<file path="config.mk">
export PLATFORM = sky130hd
export DESIGN_NAME = noc_flit_injector
export DESIGN_NICKNAME = d
export VERILOG_FILES = /design/src/rtl/noc_flit_injector.sv
export SDC_FILE = /design/constraint.sdc
export NUM_CORES = 1
export LEC_CHECK = 0
export CELL_PAD_IN_SITES_DETAIL_PLACEMENT = 1
export CELL_PAD_IN_SITES_GLOBAL_PLACEMENT = 1
export CORE_MARGIN = 1.5
export CORE_UTILIZATION = 35
export CTS_CLUSTER_SIZE = 16
export DETAILED_ROUTE_END_ITERATION = 8
export PLACE_DENSITY_LB_ADDON = 0.1
export SYNTH_ARGS = -nofsm -noshare
export SYNTH_HDL_FRONTEND = slang
export SYNTH_SLANG_ARGS = --single-unit
export TNS_END_PERCENT = 30
</file>
<file path="constraint.sdc">
create_clock -name clk_w -period 2.22 [get_ports clk_w]
set_clock_uncertainty 0.2 [all_clocks]
set_input_delay 0.333 -clock clk_w [delete_from_list [all_inputs] [get_ports clk_w]]
set_output_delay 0.333 -clock clk_w [all_outputs]
set_load 0.05 [all_outputs]
</file>
<file path="src/rtl/noc_flit_injector.sv">
// Packet source for the NoC tree buffer write port.
// Emits head, payload and XOR-checksum tail flits under full backpressure.
module noc_flit_injector #(
    parameter int bit_width = 16,
    parameter int dest_w    = 4,
    parameter int len_w     = 4
) (
    input  logic                 clk_w,
    input  logic                 rst,
    input  logic                 req,
    input  logic [dest_w-1:0]    req_dest,
    input  logic [len_w-1:0]     req_len,
    input  logic [bit_width-1:0] pl_data,
    input  logic                 pl_valid,
    output logic                 pl_ready,
    input  logic                 full,
    output logic                 load,
    output logic [bit_width-1:0] flit,
    output logic                 busy,
    output logic                 done,
    output logic [7:0]           pkt_cnt
);

    typedef enum logic [1:0] {
        IDLE,
        HEAD,
        BODY,
        TAIL
    } state_t;

    state_t               state;
    state_t               state_nx;
    logic [dest_w-1:0]    dest_r;
    logic [len_w-1:0]     len_r;
    logic [len_w-1:0]     cnt;
    logic [bit_width-1:0] csum;
    logic [bit_width-1:0] head_flit;

    // dest in the MSBs, len in the LSBs, zeros between
    always_comb begin
        head_flit = '0;
        head_flit[bit_width-1 -: dest_w] = dest_r;
        head_flit[len_w-1:0] = len_r;
    end

    always_comb begin
        state_nx = state;
        load     = 1'b0;
        pl_ready = 1'b0;
        flit     = '0;
        unique case (state)
            IDLE: begin
                if (req) state_nx = HEAD;
            end
            HEAD: begin
                flit = head_flit;
                load = ~full;
                if (load) state_nx = (len_r != '0) ? BODY : TAIL;
            end
            BODY: begin
                flit     = pl_data;
                pl_ready = ~full;
                load     = pl_valid & ~full;
                if (load && cnt == len_w'(1)) state_nx = TAIL;
            end
            TAIL: begin
                flit = csum;
                load = ~full;
                if (load) state_nx = IDLE;
            end
            default: state_nx = IDLE;
        endcase
    end

    always_ff @(posedge clk_w) begin
        if (rst) begin
            state   <= IDLE;
            dest_r  <= '0;
            len_r   <= '0;
            cnt     <= '0;
            csum    <= '0;
            done    <= 1'b0;
            pkt_cnt <= '0;
        end else begin
            state <= state_nx;
            done  <= 1'b0;
            unique case (state)
                IDLE: begin
                    if (req) begin
                        dest_r <= req_dest;
                        len_r  <= req_len;
                        cnt    <= req_len;
                        csum   <= '0;
                    end
                end
                BODY: begin
                    if (load) begin
                        csum <= csum ^ pl_data;
                        cnt  <= cnt - len_w'(1);
                    end
                end
                TAIL: begin
                    if (load) begin
                        done    <= 1'b1;
                        pkt_cnt <= pkt_cnt + 8'd1;
                    end
                end
                default: ;
            endcase
        end
    end

    assign busy = (state != IDLE);

endmodule

</file>
==> results of run 1 <==
## worst min-delay path by stage
stage                   start        end  slack [ns]  cells past startpoint
floorplan           dest_r[0]  dest_r[0]        0.24                      2
global placement    dest_r[1]  dest_r[1]        0.25                      2
detailed placement  dest_r[1]  dest_r[1]        0.25                      2
CTS                 dest_r[1]  dest_r[1]        0.26                      2
global route        dest_r[1]  dest_r[1]        0.29                      2
finish              dest_r[1]  dest_r[1]        0.26                      2
## report_power, final
group / internal [uW] / switching (uW) / total [uW]
clock: 219 / 263 / 482
sequential: 807 / 98.3 / 905
combinational: 1090 / 1230 / 2320
## sequential cells by signal, summed over array words and instances (netlist names)
name and flops:
cnt 4, csum 16, dest_r 4, done 1, len_r 4, pkt_cnt 8, state 2
## per-layer routing
layer	vias up	wire length [um]	track usage [%]
li1	1103	-	-
met1	1097	3160	28.8
met2	60	3390	38.4
met3	2	396	3.44
met4	0	27	4.58
met5	-	0	0
## worst max-delay path: cells and delay by family, from the launching register on
| kind | cells | cell delay, ns |
|---|---|---|
| flops | 1 | 0.36 |
| fa+ha+maj | 1 | 0.18 |
| compound gates | 1 | 0.33 |
| buf+inv | 3 | 0.41 |
| simple gates | 1 | 0.13 |
## placed cells by master, fill, tap and decap left out, types with 3 or more instances in the layout
cell and n:
nor2_1 20, nor2b_1 19, clkdlybuf4s50_1 37, nand4b_1 16, inv_1 4, buf_4 16, nor2_2 6, clkbuf_8 5
o21ai_1 19, xor2_1 7, buf_6 4, a22oi_2 4, a21oi_1 30, bufbuf_16 3, nand2_1 18, dfxtp_1 37
ha_1 5, buf_12 22, nand3_1 13, nand2b_1 3, a22oi_1 4, a222oi_1 8, and3_1 3
## kinds of logic after synthesis
group	share of synthesized area, %
compound gates	21.2
xor+xnor	2.80
fa+ha+maj	4.58
buf+inv	6.18
flops	35.7
mux	1.43
simple gates	28.1
## per-stage QoR
stage                     setup TNS (ns)  instances  cell area (sq um)
after floorplan                    -1.99        268               2200
after global placement                 0        392               3090
after detailed placement               0        392               3090
after CTS                         -0.105        411               3390
after global routing              -0.568        411               3410
final                            -0.0248        411               3410
## synthesized netlist by cell type (2+ instances only)
| cell | number | area [sq um] |
|---|---|---|
| nand4b_1 | 16 | 140 |
| nor2_1 | 26 | 97.6 |
| nand4_1 | 2 | 12.5 |
| dfxtp_1 | 39 | 781 |
| mux2i_1 | 2 | 20.0 |
| a222oi_1 | 8 | 80.1 |
| ha_1 | 8 | 100 |
| buf_2 | 6 | 30.0 |
| nand2b_1 | 3 | 18.8 |
| clkbuf_1 | 10 | 37.5 |
| nor2b_1 | 19 | 119 |
| nor4_1 | 2 | 12.5 |
| and3_1 | 3 | 18.8 |
| o211ai_1 | 2 | 15.0 |
| buf_6 | 3 | 33.8 |
| o21ai_1 | 19 | 95.1 |
| a22oi_1 | 8 | 60.1 |
| nor3_1 | 2 | 10.0 |
| nand3_1 | 13 | 65.1 |
| buf_1 | 3 | 11.3 |
| a21oi_1 | 30 | 150 |
| xor2_1 | 7 | 61.3 |
| nand2_1 | 18 | 67.6 |
| inv_1 | 6 | 22.5 |
## area by class of cell
type	instances	area (sq um)	area share (%)
Sequential cell	39	788	23.1
Clock buffer	5	68.8	2.02
Clock inverter	3	20.0	0.587
Timing Repair Buffer	82	1070	31.5
Multi-Input combinational cell	201	1340	39.4
Inverter	6	25.0	0.733
Tap cell	75	93.8	2.75
## repair_timing
action                                  in CTS  in global routing
gates resized for setup                     14                  7
pin swaps                                    6                  9
endpoints found under the setup margin      18                 16
hold endpoints to repair                     0                  0
gates cloned                                 3                  0
setup buffers                                8                  0
==> results_dict.tcl, run 1 <==
set metrics [dict create \
    grt_max_degree 27 \
    drc_errors 0 \
    clk_pin_slew_ns 0.08 \
    maxCapViolCount 0 \
    grt_util_all_layers_pct 22.1 \
    synth_cell_types 37 \
    port_buffers 56 \
    r2r_start "state[1]" \
    drt_iter0_drc 144 \
    dieArea_sq_um 6730 \
    pwr_density_cell_nw_per_um2 1090 \
    pre_cts_slack_ns 0.0926 \
    overflow 0 \
    start_util_pct 36.5 \
    drv_slew 0 \
    antenna_cells 0 \
    synth_seq_cells 39 \
    cts_tree "built" \
    finalCriticalPeriod_ns 2.24 \
    r2r_slack_ns 0.17 \
    grt_pass1_vias 2236 \
    hold_viol 0 \
    crit_end "flit[2]" \
    nets 372 \
    slowest_stage "dfxtp_4" \
    hold_class "flop to flop" \
    nFillCells 703 \
    netlist_instances 268 \
    die_y_um 82.1 \
    crit_top_cell "buf_12" \
    clkLatencyLatePin_ns 0.29 \
    postSynthAreaPerCell_sq_um 8.16 \
    async_flop_share_pct 0 \
    tightestPinTransition_ns 0.500 \
    critPathLaunchType "flop" \
    setup.worst_path.start "state[1]" \
    routedWlPerCell_um 17.0 \
    timing.hold.ws_ns 0.259 \
    cts.sinks 39 \
    syn-num-nets 305 \
    finalPower_uw 3710 \
    r2r-end "csum[12]" \
    cts_buffer_depth 2 \
    h-tree-depth 2 \
    fp.dieW_um 82.1 \
    cts_root_buffer "clkbuf_8" \
    ys_seq_area_share_pct 35.7 \
    antenna_left 0 \
    ir_drop_v 0.00101 \
    synth_edf_count 0 \
    fin_util_pct 57.0 \
    drt-pass1-iter-count 4 \
    p_leak_uw 0.00121 \
    critPathArrivalTime_ns 1.71 \
    cts_buffers 5 \
    pin_count 57 \
    num_vias 2262 \
    layout-drive-gt1-share_pct 22.6 \
    viasPerCell 5.50 \
    core_sq_um 5990 \
    required_ns 1.69 \
    syn_area_sq_um 2190 \
    area_growth_pct 56.1 \
    worst_setup_path_end_kind "output port" \
    num_rows 28 \
    rr_worst_depth 7 \
    fmax_mhz 445 \
    setup_viol 1 \
    fin_ws_ns -0.0248 \
    drt-total-wl_mm 6.97 \
    routabilityCongestion 0.745 \
    dp_hpwl_mm 4.54 \
    slew_headroom_pct 66.5 \
    synthFlopType "dfxtp_1" \
    cp_max_fo 5 \
    path_class "flop to output port" \
    yosys_warnings 0 \
    hold_buffers 0 \
    grt_pass1_wl_mm 11.3 \
    path_cells "buf_6, ha_4, buf_12, a222oi_1, nor2_1, buf_12" \
    outcome "finished, violations left" \
    cp_slowest_stage_delay_ns 0.36 \
    antenna_found_initial 0 \
    min_period_over_period_pct 101 \
    rsz0062_at_grt "yes" \
    violations "negative setup slack" \
]
(Power assumes the default switching activity.)
==> run 2: changes to the inputs <==
Settings changed: CORE_UTILIZATION 35 to 37, CTS_BUF_LIST from default to sky130_fd_sc_hd__clkbuf_2, CTS_CLUSTER_DIAMETER from default to 60.
==> run 2 against run 1 <==
Effect of this change:
- the run still ends with negative setup slack left
- global-route usage increased by 1.1 points
- sequential share of layout area about the same
- final cell count is 0.49% lower
- register-to-register slack lost 0.10 ns
- count of clock-buffer cells in the layout up 2
- non-clock buffer count rose by 1
- worst hold slack better by 0.010 ns
- cell area fell by 0.51%
- critical endpoint is now flit[15]
- largest cell class unchanged
- highest routed layer unchanged
==> results_dict.tcl, run 2 (synthesized netlist as in run 1, its figures left out) <==
set metrics [dict create \
    outcome "finished, violations left" \
    p_leak_uw 0.00125 \
    maxCapViolCount 0 \
    layout_top_registers "csum (16), pkt_cnt (8)" \
    power_frac_clock_pct 9.4 \
    hold_buffers 0 \
    port_buffers 56 \
    worst_setup_path_end_kind "output port" \
    cts.sinks 39 \
    ir_drop_v 0.000991 \
    finalCriticalPeriod_ns 2.43 \
    viasPerCell 5.69 \
    area_growth_pct 55.3 \
    clkLatencyLatePin_ns 0.42 \
    antenna_left 0 \
    die_y_um 79.9 \
    num_rows 27 \
    required_ns 1.69 \
    grt_util_all_layers_pct 23.2 \
    path_class "flop to output port" \
    h-tree-depth 2 \
    dieArea_sq_um 6380 \
    largest_reg_flops 16 \
    cts_tree "built" \
    fin_ws_ns -0.208 \
    violations "negative setup slack" \
    antenna_found_initial 0 \
    grt_max_degree 24 \
    core_sq_um 5610 \
    hold_class "input port to flop" \
    drc_errors 0 \
    final_cell_mix "37 x dfxtp_1, 32 x clkdlybuf4s50_1, 30 x a21oi_1, 22 x buf_12, 19 x o21ai_1" \
    cts_buffers 5 \
    routabilityCongestion 0.809 \
    routedWlPerCell_um 18.0 \
    clk_pin_slew_ns 0.21 \
    start_util_pct 39.0 \
    timing.hold.ws_ns 0.269 \
    num_vias 2328 \
    drv_slew 0 \
    max_flop_register "csum" \
    drt-total-wl_mm 7.35 \
    tightestPinTransition_ns 0.498 \
    drt-pass1-iter-count 6 \
    min_period_over_period_pct 109 \
    fmax_mhz 412 \
    hold_viol 0 \
    final_common_cell "dfxtp_1" \
    cp_slowest_stage_delay_ns 0.45 \
    pwr_density_cell_nw_per_um2 1070 \
    antenna_cells 0 \
    netSwitchingPower_uw 1630 \
    nets 373 \
    grt_pass1_vias 2298 \
    p_int_uw 1990 \
    rsz0062_at_grt "yes" \
    critPathArrivalTime_ns 1.89 \
    combPwrFrac_pct 66.2 \
    finalPower_uw 3620 \
    overflow 0 \
    seq_power_share_pct 24.5 \
    path_cells "inv_1, ha_4, a222oi_1, nor2_2, buf_12" \
    cts_root_buffer "clkbuf_2" \
    switching_share_pct 45.1 \
    cp_max_fo 12 \
    slew_headroom_pct 66.7 \
    layout-drive-gt1-share_pct 24.9 \
    setup_viol 17 \
    dp_hpwl_mm 4.44 \
    critPathLaunchType "flop" \
    grt_pass1_wl_mm 11.5 \
    pin_count 57 \
    slowest_stage "a222oi_1" \
    drt_iter0_drc 170 \
    cts_buffer_depth 2 \
    fp.dieW_um 79.9 \
]
-- run 2: path summary, 6_finish.rpt --
check | from | end | slack (ns) | depth (start not counted)
hold / removal | req_dest[0] | dest_r[0] | 0.27 | 3
setup reg to reg | state[1] | csum[13] | 0.07 | 6
hold reg to reg | dest_r[0] | dest_r[0] | 0.29 | 2
setup / recovery | state[1] | flit[15] | -0.21 | 5
-- run 2: power by group through the flow --
stage	Sequential (uW)	Combinational [uW]	Clock, uW
floorplan	876	1230	0
global placement	883	1900	0
detailed placement	888	1930	0
CTS	875	2230	346
global route	895	2550	376
finish	886	2400	340
-- run 2: layer usage --
| layer | vias to the layer above | routed length (um) | track usage (%) |
|---|---|---|---|
| met5 | - | 0 | 0 |
| met3 | 8 | 346 | 3.89 |
| met1 | 1145 | 3190 | 30.2 |
| li1 | 1107 | - | - |
| met4 | 0 | 80 | 7.59 |
| met2 | 68 | 3740 | 38.7 |
-- run 2: stage by stage --
stage	util, %	setup TNS [ns]	instances	worst slack, ns	area (sq um)
final	60.6	-2.13	409	-0.208	3400
after global placement	54.8	0	387	0.135	3070
after detailed placement	54.8	0	387	0.0574	3070
after floorplan	-	-1.99	268	-0.177	2200
after global routing	60.6	-3.38	409	-0.276	3400
after CTS	58.6	-2.69	403	-0.233	3280
-- run 2: layout make-up --
class                      count  area, sq um
inverter                       6         22.5
clock buffer                   7         35.0
multi-input combinational    201         1390
sequential                    39          783
fill                         657         2210
timing repair buffer          83         1070
clock inverter                 1         5.00
tap                           72         90.1
-- run 2: worst max-delay path, delay by kind of cell (launching register included) --
family | cells | cell delay (ns)
flops | 1 | 0.40
compound gates | 1 | 0.45
simple gates | 1 | 0.10
fa+ha+maj | 1 | 0.24
buf+inv | 2 | 0.27
-- run 2: repair_timing --
action / CTS / global route
buffers inserted: 6 / 5
cloned: 2 / 1
pin swaps: 10 / 6
resized for setup: 17 / 17
setup endpoints to repair: 21 / 21
==> run 3: changes to the inputs <==
Settings changed: CELL_PAD_IN_SITES_DETAIL_PLACEMENT 1 to 0, CELL_PAD_IN_SITES_GLOBAL_PLACEMENT 1 to 2, CORE_UTILIZATION 37 to 29.
==> run 3 against run 2 <==
Effect of this change:
- count of clock-buffer cells in the layout fell by 2
- global-route usage fell by 5.5 points
- critical path type unchanged
- critical path depth grew 1
- register-to-register slack better by 0.04 ns
- worst hold slack improved by 0.0099 ns
- first-iteration DRC count is 4.7% lower
- largest cell class unchanged
- die area rose by 26%
- utilization shrank 13 points
- maximum frequency up 1.7%
- the run still ends with negative setup slack left
==> results_dict.tcl, run 3 (synthesized netlist as in run 1, its figures left out) <==
set metrics [dict create \
    outcome "finished, violations left" \
    violations "negative setup slack" \
    cts_buffer_depth 2 \
    grt_util_all_layers_pct 17.8 \
    fin_ws_ns -0.166 \
    r2r_slack_ns 0.11 \
    multiInputGateArea_sq_um 1380 \
    clk_pin_slew_ns 0.22 \
    antenna_found_initial 0 \
    ff_latch_area_sq_um 786 \
    nFillCells 737 \
    nets 375 \
    dp_hpwl_mm 4.30 \
    hold_class "flop to flop" \
    grt_pass1_vias 2272 \
    hold_viol 0 \
    hold_path_depth 2 \
    cts.sinks 39 \
    fp.dieW_um 89.8 \
    final_common_cell "dfxtp_1" \
    pin_count 57 \
    drt_iter0_drc 162 \
    routabilityCongestion 0.802 \
    layout-drive-gt1-share_pct 23.4 \
    crit_top_cell "buf_12" \
    grt_max_degree 27 \
    core_sq_um 7290 \
    antenna_left 0 \
    finalPower_uw 3740 \
    setup_viol 18 \
    routedWlPerCell_um 15.9 \
    path_class "flop to output port" \
    cts_tree "built" \
    critPathArrivalTime_ns 1.85 \
    maxCapViolCount 0 \
    hold_buffers 0 \
    critPathLaunchType "flop" \
    max_flop_register "csum" \
    cp_slowest_stage_delay_ns 0.37 \
    dieArea_sq_um 8070 \
    required_ns 1.69 \
    largest_reg_flops 16 \
    path_cells "buf_6, ha_4, buf_12, a222oi_1, nor2_2, buf_12" \
    drt-pass1-iter-count 5 \
    worst_setup_path_end_kind "output port" \
    cp_max_fo 7 \
    antenna_cells 0 \
    h-tree-depth 2 \
    area_growth_pct 59.8 \
    post-place-cells 418 \
    fmax_mhz 419 \
    rsz0062_at_grt "yes" \
    drv_slew 0 \
    fin_util_pct 47.9 \
    drt-total-wl_mm 6.94 \
    finalCriticalPeriod_ns 2.39 \
    ir_drop_v 0.000695 \
    start_util_pct 30.0 \
    slowest_stage "dfxtp_2" \
    viasPerCell 5.24 \
    port_buffers 56 \
    cts_root_buffer "clkbuf_2" \
    overflow 0 \
    slew_headroom_pct 66.5 \
    num_rows 31 \
    rr_worst_depth 7 \
    min_period_over_period_pct 107 \
    pwr_density_cell_nw_per_um2 1070 \
    place_area_sq_um 3160 \
    clkLatencyLatePin_ns 0.40 \
    num_vias 2292 \
    drc_errors 0 \
    final_cell_mix "37 x dfxtp_1, 31 x clkdlybuf4s50_1, 30 x a21oi_1, 24 x buf_12, 19 x o21ai_1" \
    grt_pass1_wl_mm 11.5 \
    finalInstanceArea_sq_um 3500 \
    fin_cells 437 \
    cts_buffers 5 \
    die_y_um 89.8 \
    tightestPinTransition_ns 0.501 \
    p_leak_uw 0.00131 \
    layout_top_registers "csum (16), pkt_cnt (8)" \
]
run 3: changes by cell type in the layout (fill, tap and decap cells not counted), moves of 2 or more:
cell and delta:
a22oi_1 +4, a22oi_2 -4, buf_12 +2, bufbuf_16 +3, clkbuf_2 -2, dlymetal6s2s_1 +2
run 3: layout make-up:
| type | instances | area share [%] |
|---|---|---|
| Multi-Input combinational cell | 201 | 39.5 |
| Timing Repair Buffer | 85 | 32.9 |
| Inverter | 6 | 0.644 |
| Clock inverter | 2 | 0.251 |
| Clock buffer | 5 | 0.716 |
| Sequential cell | 39 | 22.5 |
| Tap cell | 99 | 3.54 |
run 3: power by group:
part           switching, uW  internal (uW)
clock network            251           66.7
registers               82.8            803
logic                   1290           1250
run 3: through the flow:
stage	setup TNS, ns	worst slack (ns)	hold WS, ns
after floorplan	-1.99	-0.177	0.236
after global placement	0	0.138	0.248
after detailed placement	0	0.132	0.255
after CTS	-2.42	-0.174	0.271
after global routing	-4.18	-0.311	0.256
final	-2.13	-0.166	0.279
run 3: path summary, 6_finish.rpt:
path	to	start
setup / recovery	flit[12]	state[1]
setup reg to reg	csum[11]	state[1]
hold reg to reg	dest_r[1]	dest_r[1]
hold / removal	dest_r[1]	dest_r[1]
run 3: repair_timing:
item	CTS	global route
buffers inserted	7	1
cloned	4	0
endpoints found under the setup margin	20	23
pin swaps	11	9
resized for setup	19	11
run 3: worst max-delay path: cells and delay by family, from the launching register on:
kind | cells | cell delay [ns]
compound gates | 1 | 0.34
simple gates | 1 | 0.11
flops | 1 | 0.37
fa+ha+maj | 1 | 0.20
buf+inv | 3 | 0.42
run 3: metal layers:
layer  global-route usage (%)  vias to the layer above  part of all wire (%)
met5                        0                        -                     0
met4                     4.23                        0                  0.81
met2                     27.3                       69                    45
met1                     24.7                     1106                    48
li1                         -                     1111                     -
met3                     4.74                        6                   6.2
